`config.mk`:
```
export PLATFORM = sky130hd
export DESIGN_NAME = logic_probe_bank
export DESIGN_NICKNAME = d
export VERILOG_FILES = /design/src/rtl/logic_probe_bank.sv
export SDC_FILE = /design/constraint.sdc
export NUM_CORES = 1
export LEC_CHECK = 0
export CORE_MARGIN = 5
export CORE_UTILIZATION = 45
export CTS_BUF_LIST = sky130_fd_sc_hd__clkbuf_8 sky130_fd_sc_hd__clkbuf_16
export DETAILED_ROUTE_END_ITERATION = 6
export PLACE_DENSITY_LB_ADDON = 0.1
export SYNTH_ARGS = -nofsm -noshare
export SYNTH_HDL_FRONTEND = slang
export SYNTH_SLANG_ARGS = --single-unit
```
`constraint.sdc`:
```
create_clock -name clk -period 3.9 [get_ports clk]
set_input_delay 0.585 -clock clk [delete_from_list [all_inputs] [get_ports clk]]
set_output_delay 0.585 -clock clk [all_outputs]
set_load 0.01 [all_outputs]
```
`src/rtl/logic_probe_bank.sv`:
```
// Multi-channel logic probe: steady inputs show steady, isolated edges are stretched,
// continuous activity becomes a fixed-rate blink. One shared tick prescaler for all channels.
module logic_probe_bank #(
  parameter int CHANNELS      = 8,
  parameter int TICK_DIV      = 50000,
  parameter int STRETCH_TICKS = 8,
  parameter int BLINK_TICKS   = 16,
  parameter int SYNC          = 1
) (
  input  logic                  clk,
  input  logic                  reset_n,
  input  logic [CHANNELS-1:0]   probe_in,
  input  logic [2*CHANNELS-1:0] mode,
  output logic [CHANNELS-1:0]   led_out,
  output logic [CHANNELS-1:0]   active,
  output logic                  tick
);

  localparam int MAXT = (STRETCH_TICKS > BLINK_TICKS) ? STRETCH_TICKS : BLINK_TICKS;
  localparam int CW   = $clog2(MAXT + 1);
  localparam int PW   = (TICK_DIV > 1) ? $clog2(TICK_DIV) : 1;

  typedef enum logic [1:0] {STEADY, HOLD, BLINK} state_t;

  logic [PW-1:0]         pcnt;
  logic [PW-1:0]         pcnt_next;
  logic [CHANNELS-1:0]   s;
  logic [CHANNELS-1:0]   prev;
  logic [CHANNELS-1:0]   chg;
  logic [CHANNELS-1:0]   pend;
  logic [2*CHANNELS-1:0] mode_q;
  logic [CW-1:0]         cnt [CHANNELS];
  state_t                st  [CHANNELS];

  always_comb begin
    pcnt_next = '0;
    if (pcnt != PW'(TICK_DIV - 1))
      pcnt_next = pcnt + 1'b1;
  end

  // tick is registered from the next count so it is 0 during reset for any TICK_DIV
  always_ff @(posedge clk) begin
    if (!reset_n) begin
      pcnt <= '0;
      tick <= 1'b0;
    end else begin
      pcnt <= pcnt_next;
      tick <= (pcnt_next == PW'(TICK_DIV - 1));
    end
  end

  if (SYNC != 0) begin : g_sync
    logic [CHANNELS-1:0] meta;
    logic [CHANNELS-1:0] sync;
    always_ff @(posedge clk) begin
      if (!reset_n) begin
        meta <= '0;
        sync <= '0;
      end else begin
        meta <= probe_in;
        sync <= meta;
      end
    end
    assign s = sync;
  end else begin : g_nosync
    assign s = probe_in;
  end

  assign chg = s ^ prev;

  always_ff @(posedge clk) begin
    if (!reset_n) begin
      prev    <= '0;
      led_out <= '0;
      active  <= '0;
      pend    <= '0;
      mode_q  <= mode;
      for (int unsigned i = 0; i < CHANNELS; i++) begin
        st[i]  <= STEADY;
        cnt[i] <= '0;
      end
    end else begin
      prev   <= s;
      mode_q <= mode;
      for (int unsigned i = 0; i < CHANNELS; i++) begin
        // A mode change and a non-probe mode share one path: park in STEADY, drive per new mode
        if (mode[2*i +: 2] != mode_q[2*i +: 2] || mode[2*i +: 2] != 2'b01) begin
          st[i]      <= STEADY;
          cnt[i]     <= '0;
          pend[i]    <= 1'b0;
          active[i]  <= 1'b0;
          led_out[i] <= mode[2*i+1] ? mode[2*i] : s[i];
        end else begin
          case (st[i])
            STEADY: begin
              led_out[i] <= s[i];
              if (chg[i]) begin
                st[i]     <= HOLD;
                cnt[i]    <= CW'(STRETCH_TICKS);
                pend[i]   <= 1'b0;
                active[i] <= 1'b1;
              end
            end
            default: begin
              if (tick && cnt[i] <= CW'(1)) begin
                if (pend[i] || chg[i]) begin
                  st[i]      <= BLINK;
                  led_out[i] <= ~led_out[i];
                  cnt[i]     <= CW'(BLINK_TICKS);
                  pend[i]    <= 1'b0;
                  active[i]  <= 1'b1;
                end else begin
                  st[i]      <= STEADY;
                  led_out[i] <= s[i];
                  cnt[i]     <= '0;
                  active[i]  <= 1'b0;
                end
              end else begin
                if (tick)
                  cnt[i] <= cnt[i] - 1'b1;
                if (chg[i])
                  pend[i] <= 1'b1;
              end
            end
          endcase
        end
      end
    end
  end

endmodule

```
== Yosys cells after proc, flatten, opt, wreduce, memory -nomap -nowiden ==
Memories as Yosys holds them, arrays and structs flattened.
Index checks and enable logic that the tools add are counted.

* Bitwise gates (word level): 82
* Equality and inequality tests: 34
* Add/sub/neg operators: 9
* $lt $le $gt $ge: 8
* Muxes and demuxes: 371
* Reduce and logical (&&, ||, !) cells: 80

{| class="wikitable"
|+ Operators with widths
! kind !! number
|-
| 1-bit two-way mux || 298
|-
| 5-bit two-way mux || 40
|-
| 1-bit bitwise OR || 72
|-
| 2-bit two-way mux || 32
|-
| 5-bit by 1-bit <= comparator with 1-bit output, second input constant || 8
|-
| 5-bit by 1-bit subtractor with 5-bit output, second input constant || 8
|-
| 2-bit nonzero test || 16
|-
| 3-bit by 1-bit != test with 1-bit output, second input constant || 8
|-
| 3-bit AND reduction || 8
|-
| 3-bit nonzero test || 8
|-
| 16-bit by 1-bit adder with 16-bit output, second input constant || 1
|-
| 16-bit == test, second input constant || 1
|-
| 2-bit zero test || 8
|-
| 1-bit logical OR || 16
|-
| 16-bit two-way mux || 1
|-
| 16-bit != test, second input constant || 1
|-
| 2-bit by 1-bit != test with 1-bit output, second input constant || 8
|-
| 2-bit != test || 8
|-
| 2-bit != test, second input constant || 8
|-
| 2-bit AND reduction || 8
|-
| 2-bit OR reduction || 8
|-
| 1-bit NOT || 9
|-
| 1-bit logical AND || 8
|-
| 8-bit bitwise XOR || 1
|}

* Logic and storage cells: 616
* Memory bits (writable): 56
* Register bits after elaboration: 81
* Memories: 2

{| class="wikitable"
|+ Memory list
! memory !! depth !! width !! read ports !! clocked after Yosys merged registers in !! write ports !! RTL line !! source
|-
| cnt || 8 || 5 || 8 || 0 || 8 || 32 || <nowiki>logic [CW-1:0] cnt [CHANNELS];</nowiki>
|-
| st || 8 || 2 || 8 || 0 || 8 || 33 || <nowiki>state_t st [CHANNELS];</nowiki>
|}

== Logic depth before layout (Yosys ltp) ==
Gate-level depths: netlist (run 1).

* Depth in word-level cells: 11
* Gate-level depth with buffers: 7
* Gate-level depth less buffers: 6

== Least setup slack after synthesis (run 1) ==
OpenSTA, ideal clock, no wires.

* Path kind: register to register
* Start point: mem cnt[1][0] in the netlist's numbering
* End point: mem cnt[1][0] in the netlist's numbering, enable pin
* Library setup time: 278 ps
* Stages on the path, launching flop included: 6
* Clock period less this slack: 1786 ps
* Setup slack: 2114 ps
* Path buffers: 0
* Arrival: 1508 ps
* Path through: edfxtp_1 ha_1 o211ai_1 nand2b_1 nand4_1 nand2b_1

{| class="wikitable"
|+ RTL lines
! item !! RTL line
|-
| start: declaration || 32
|}

== Worst setup path after layout (run 1) ==
* Start point: reg tick
* End point: out tick

{| class="wikitable"
|+ RTL lines
! item !! RTL line !! source
|-
| start: declaration || 16 || <nowiki>output logic tick</nowiki>
|-
| start signal: assignment || 48 || <nowiki>tick <= (pcnt_next == PW'(TICK_DIV - 1));</nowiki>
|}

No word-level cell between the ends.

==> results.sh, run 1 <==
export IMPL_track_usage_pct=15.5
export IMPL_yosys_register_bits=137
export IMPL_finalNonFillerCells=869
export IMPL_critical_path_buf_inv_count=1
export IMPL_max_slew_margin_pct=59.5
export IMPL_r2r_end="cnt[1][11]"
export IMPL_num_rows=43
export IMPL_via_per_inst=5.23
export IMPL_nFillCells=1203
export IMPL_design_area_mm2=0.00746
export IMPL_hold_violations=0
export IMPL_ir_drop_mv=0.486
export IMPL_p_int_mw=2.74
export IMPL_cp_required_ps=3310
export IMPL_coreArea_mm2=0.0137
export IMPL_placedCellCount=837
export IMPL_min_from="g_sync.meta[1]"
export IMPL_pin_count=43
export IMPL_die_area_mm2=0.0163
export IMPL_yosys_warnings=0
export IMPL_synthXorXnorAreaFrac_pct=6.05
export IMPL_pwr_share_comb_pct=4.7
export IMPL_fin_nets=720
export IMPL_final_util_pct=54.4
export IMPL_layout_commonest_cell="nor2_1"
export IMPL_die_height_um=128
export IMPL_holdWs_ps=430
export IMPL_rsz0062_at_grt="false"
export IMPL_area_growth_pct=19.8
export IMPL_antenna_cells=0
export IMPL_arrival_ps=1780
export IMPL_rrSetupSlack_ps=1600
export IMPL_cts_root_buf="clkbuf_16"
export IMPL_clock_power_share_pct=50.3
export IMPL_drv_cap=0
export IMPL_power_mw=3.44
export IMPL_synth_adder_area_share_pct=3.62
export IMPL_place_congestion=0.847
export IMPL_startpoint_type="register"
export IMPL_hp_class="register to register"
export IMPL_reg2reg_from="tick"
export IMPL_ff_latch_area_mm2=0.00330
export IMPL_r2r_cells=3
export IMPL_htreeDepth=4
export IMPL_yosys_area_share_simple_pct=24.1
export IMPL_numPortBuffers=42
export IMPL_end_kind="output port"
export IMPL_p_per_area_mw_per_mm2=461
export IMPL_holdPathEnd="g_sync.sync[1]"
export IMPL_fmax_mhz=423
export IMPL_dp_hpwl_um=8240
export IMPL_synth_avg_cell_area_um2=9.94
export IMPL_finalCritPeriodShare_pct=60.7
export IMPL_grt_pass1_wl_um=20500
export IMPL_synthArstFlopShare_pct=0
export IMPL_clock_skew_ps=5.31
export IMPL_final_max_slew_violation_count=0
export IMPL_p_leak_nw=2.92
export IMPL_tns_ps=0
export IMPL_worstPathCellList="clkdlybuf4s50_1"
export IMPL_globalRouteOverflowTotal=0
export IMPL_multi_input_area_mm2=0.00279
export IMPL_drtAntennaViolNets=0
export IMPL_num_vias=4549
export IMPL_synthCells=626
export IMPL_switching_share_pct=20.2
export IMPL_initial_core_util_pct=45.4
export IMPL_cp_slowest_cell="dfxtp_1"
export IMPL_grt_max_degree=57
export IMPL_critPathMaxStageDelay_ps=700
export IMPL_drt_pass1_iterations=4
export IMPL_place_area_mm2=0.00681
export IMPL_cp_depth=1
export IMPL_clock_path_buffers=2
export IMPL_worstHoldPathCells=1
export IMPL_power_switching_uw=695
export IMPL_postCtsSetupBuffers=0
export IMPL_wirelength_um=11900
export IMPL_finalSetupViolCount=0
export IMPL_synth_top_family_by_area="simple AND/OR/NAND/NOR gates"
export IMPL_cts_sinks=137
export IMPL_drc=0
export IMPL_cts_inserted_buffers=17
export IMPL_status="complete, no violations"
export IMPL_drive_gt1_share_pct=8.71
export IMPL_hold_buffers=0
export IMPL_path_clk_slew_ps=60
export IMPL_crit_fanout=10
export IMPL_final_cell_mix="nor2_1, dfxtp_1, edfxtp_1"
export IMPL_grt_pass1_vias=4587
export IMPL_syn_area_mm2=0.00622
export IMPL_cp_top_family="flip-flops"
export IMPL_worst_slew_pin_slew_ps=606
export IMPL_drtIter0Drc=235
export IMPL_ctsResizeCount=0
export IMPL_syn_num_nets=670
export IMPL_antenna_found_initial=0
export IMPL_muxShareOfSynthArea_pct=1.61
export IMPL_dpl_worst_slack_ps=1370
export IMPL_synth_compound_area_share_pct=9.47
export IMPL_dieWidth_um=128
export IMPL_cts_tree="done"
export IMPL_wl_per_cell_um=13.7
export IMPL_clk_latency_ps=420
export IMPL_synth_flop_cell="dfxtp_1"
export IMPL_setup_ws_ps=1530
export IMPL_p_seq_share_pct=45.0
export IMPL_synthDistinctLibCells=46
export IMPL_yosysSeqAreaShare_pct=53.1
export IMPL_min_period_ps=2370
export IMPL_synth_edf_count=56
export IMPL_criticalPathCategory="register to output port"
-- power by group through the flow --
stage | logic [mW] | clock network [mW] | registers [mW]
after detailed placement | 0.162 | 0 | 1.58
final | 0.162 | 1.73 | 1.55
after global placement | 0.160 | 0 | 1.58
after global routing | 0.182 | 1.84 | 1.55
after CTS | 0.164 | 1.77 | 1.55
after floorplan | 0.0996 | 0 | 1.57
-- registers in the layout (all words and copies together), names as in the netlist --
register and cells:
active 8, cnt 40, g_sync.meta 8, g_sync.sync 8, led_out 8, mode_q 16, pcnt 16, pend 8
prev 8, st 16, tick 1
-- cells by family after synthesis --
kind of cell             count (synthesis)
AO/OA/AOI/OAI                           95
XOR/XNOR                                43
multiplexers                             9
buffers and inverters                   30
flip-flops                             137
adder cells (fa/ha/maj)                 18
AND/OR/NAND/NOR                        294
-- cell usage after synthesis, drive strengths merged (3+ instances only) --
library cell	n	area share (%)
a211oi	9	1.1
a21oi	16	1.3
a31oi	12	1.2
and2	30	3.0
and3	3	0.32
and3b	6	0.84
buf	6	0.58
clkbuf	6	0.36
dfxtp	81	26
edfxtp	56	27
ha	18	3.6
inv	18	1.1
mux2	8	1.4
nand2	39	2.4
nand2b	18	1.8
nand3	8	0.64
nand4	21	2.2
nor2	90	5.4
nor2b	3	0.30
nor3	49	4.0
nor3b	3	0.36
nor4	3	0.40
o211ai	8	0.97
o21ai	26	2.1
o21bai	8	0.97
o22ai	9	0.90
or2	14	1.4
xnor2	21	3.0
xor2	22	3.1
-- cell type report --
cell class | count | share of cell area, %
tap | 180 | 3.02
sequential | 137 | 44.3
inverter | 18 | 0.906
timing repair buffer | 43 | 5.67
clock buffer | 18 | 5.89
clock inverter | 14 | 2.77
multi-input combinational | 459 | 37.5
-- routing by layer --
| layer | global-route usage, % | routed length, um | vias to the layer above |
|---|---|---|---|
| li1 | - | - | 2326 |
| met1 | 19.5 | 5790 | 2144 |
| met2 | 24.9 | 5490 | 67 |
| met3 | 5.18 | 474 | 12 |
| met4 | 5.99 | 142 | 0 |
| met5 | 0 | 0 | - |
-- worst max-delay path by stage --
stage              start    endpoint  slack (ps)
6_report            tick        tick        1530
3_3_place_gp    mode[12]  cnt[1][10]        1410
2_1_floorplan  cnt[1][0]   cnt[1][0]        2110
4_1_cts             tick        tick        1460
5_1_grt             tick   cnt[0][3]        1420
3_5_place_dp    mode[12]  cnt[1][10]        1370
No activity file was read; power rests on OpenSTA's default activity.
==> inputs of run 2 (changes only) <==
==> constraint.sdc (replaced) <==
create_clock -name clk -period 1.9 [get_ports clk]
set_input_delay 0.285 -clock clk [delete_from_list [all_inputs] [get_ports clk]]
set_output_delay 0.285 -clock clk [all_outputs]
set_load 0.01 [all_outputs]
==> run 2 against run 1 <==
Net effect:
- non-clock buffer count increased by 55
- sequential power rose by 100%
- cell count up 6.3%
- sequential cell count unchanged
- critical path depth is 5 higher
- critical endpoint is now cnt[0][17]
- clock skew rose by 1.4 ps
- global-route usage rose by 0.41 points
==> results.sh, run 2 (synthesis gave the netlist of run 1 again) <==
export IMPL_status="complete, no violations"
export IMPL_final_max_slew_violation_count=0
export IMPL_finalSetupViolCount=0
export IMPL_via_per_inst=5.14
export IMPL_criticalPathCategory="register to register"
export IMPL_p_leak_nw=3.19
export IMPL_cp_required_ps=2060
export IMPL_num_vias=4750
export IMPL_finalCritPeriodShare_pct=95.0
export IMPL_p_int_mw=5.41
export IMPL_rsz0062_at_grt="false"
export IMPL_drtAntennaViolNets=0
export IMPL_ir_drop_mv=0.505
export IMPL_cts_inserted_buffers=17
export IMPL_dpl_worst_slack_ps=23.8
export IMPL_pwr_share_comb_pct=5.4
export IMPL_dieWidth_um=128
export IMPL_clock_path_buffers=2
export IMPL_initial_core_util_pct=45.4
export IMPL_wirelength_um=12500
export IMPL_hold_buffers=0
export IMPL_p_per_area_mw_per_mm2=867
export IMPL_htreeDepth=4
export IMPL_nFillCells=1219
export IMPL_tns_ps=0
export IMPL_coreArea_mm2=0.0137
export IMPL_setup_ws_ps=95.0
export IMPL_hold_violations=0
export IMPL_globalRouteOverflowTotal=0
export IMPL_drt_pass1_iterations=4
export IMPL_drc=0
export IMPL_holdWs_ps=351
export IMPL_track_usage_pct=16.0
export IMPL_min_period_ps=1810
export IMPL_path_clk_slew_ps=50
export IMPL_numPortBuffers=42
export IMPL_hp_class="input port to register"
export IMPL_fin_nets=775
export IMPL_startpoint_type="register"
export IMPL_crit_fanout=5
export IMPL_cts_tree="done"
export IMPL_power_mw=6.80
export IMPL_clock_power_share_pct=48.0
export IMPL_wl_per_cell_um=13.5
export IMPL_antenna_found_initial=0
export IMPL_cts_sinks=137
export IMPL_drtIter0Drc=242
export IMPL_clock_skew_ps=6.67
export IMPL_clk_latency_ps=420
export IMPL_place_congestion=0.822
export IMPL_max_slew_margin_pct=78.4
export IMPL_worst_slew_pin_slew_ps=323
export IMPL_die_area_mm2=0.0163
export IMPL_area_growth_pct=26.1
export IMPL_antenna_cells=0
export IMPL_num_rows=43
export IMPL_grt_pass1_vias=4683
export IMPL_drv_cap=0
export IMPL_arrival_ps=1960
export IMPL_largest_reg_flops=40
export IMPL_power_switching_mw=1.40
export IMPL_pin_count=43
export IMPL_dp_hpwl_um=8990
export IMPL_fmax_mhz=554
export IMPL_layout_commonest_cell="nor2_1"
export IMPL_drive_gt1_share_pct=16.3
export IMPL_grt_max_degree=30
export IMPL_p_seq_share_pct=46.6
export IMPL_die_height_um=128
export IMPL_grt_pass1_wl_um=21100
export IMPL_largest_register="cnt"
export IMPL_final_cell_mix="nor2_1, dfxtp_1, edfxtp_1, buf_4, nor3_1"
export IMPL_end_kind="register"
export IMPL_rrSetupSlack_ps=90
export IMPL_switching_share_pct=20.5
export IMPL_cts_root_buf="clkbuf_16"
==> run 2: cell types whose count changed in the layout (fill, tap and decap cells not counted), sizes merged <==
cell,previous run,this run
buf,2,57
clkinv,3,6
clkinvlp,4,1
bufinv,5,3
clkbuf,18,19
inv,20,21
==> run 2: area by class of cell <==
type	count	area, um2	share of cell area (%)
clock buffer	19	453	5.77
clock inverter	13	136	1.74
inverter	18	67.6	0.861
multi-input combinational	459	2830	36.0
sequential	137	3300	42.1
tap	180	225	2.87
timing repair buffer	98	836	10.7
==> run 2: metal layers <==
metal,up-vias,wire [um],GRT usage [%]
li1,2449,-,-
met4,0,165,5.68
met5,-,0,0
met1,2205,5800,19.6
met3,13,490,4.89
met2,83,6020,26.6
==> run 2: per-stage QoR <==
stage / instances / util [%] / area [um2]
2_1_floorplan: 626 / - / 6220
3_3_place_gp: 890 / 52.6 / 7210
3_5_place_dp: 890 / 52.6 / 7210
4_1_cts: 922 / 56.9 / 7800
5_1_grt: 924 / 57.2 / 7850
6_report: 924 / 57.2 / 7850
==> run 2: worst paths after layout <==
kind	depth (start not counted)	endpoint	from
setup reg to reg	6	cnt[0][17]	cnt[0][16]
setup / recovery	6	cnt[0][17]	cnt[0][16]
hold reg to reg	1	g_sync.sync[0]	g_sync.meta[0]
hold / removal	1	mode_q[8]	mode[8]
==> run 2: repair_timing <==
action                                  4_1_cts  5_1_grt
gates resized for setup                       0        9
setup buffers                                 0        2
endpoints found under the setup margin        0       35
==> run 2: power by group through the flow <==
stage | registers (mW) | logic, mW | clock network (mW)
after global routing | 3.18 | 0.413 | 3.48
after floorplan | 3.23 | 0.204 | 0
after detailed placement | 3.23 | 0.368 | 0
after global placement | 3.23 | 0.361 | 0
after CTS | 3.17 | 0.372 | 3.34
final | 3.17 | 0.369 | 3.26
==> run 2: worst max-delay path, cell delays in order, from the launching register on <==
cell and delay (ps):
edfxtp_1 370, inv_1 70, ha_1 190, o211ai_1 280, nand2b_1 230, nand4_1 130
nand2b_2 270
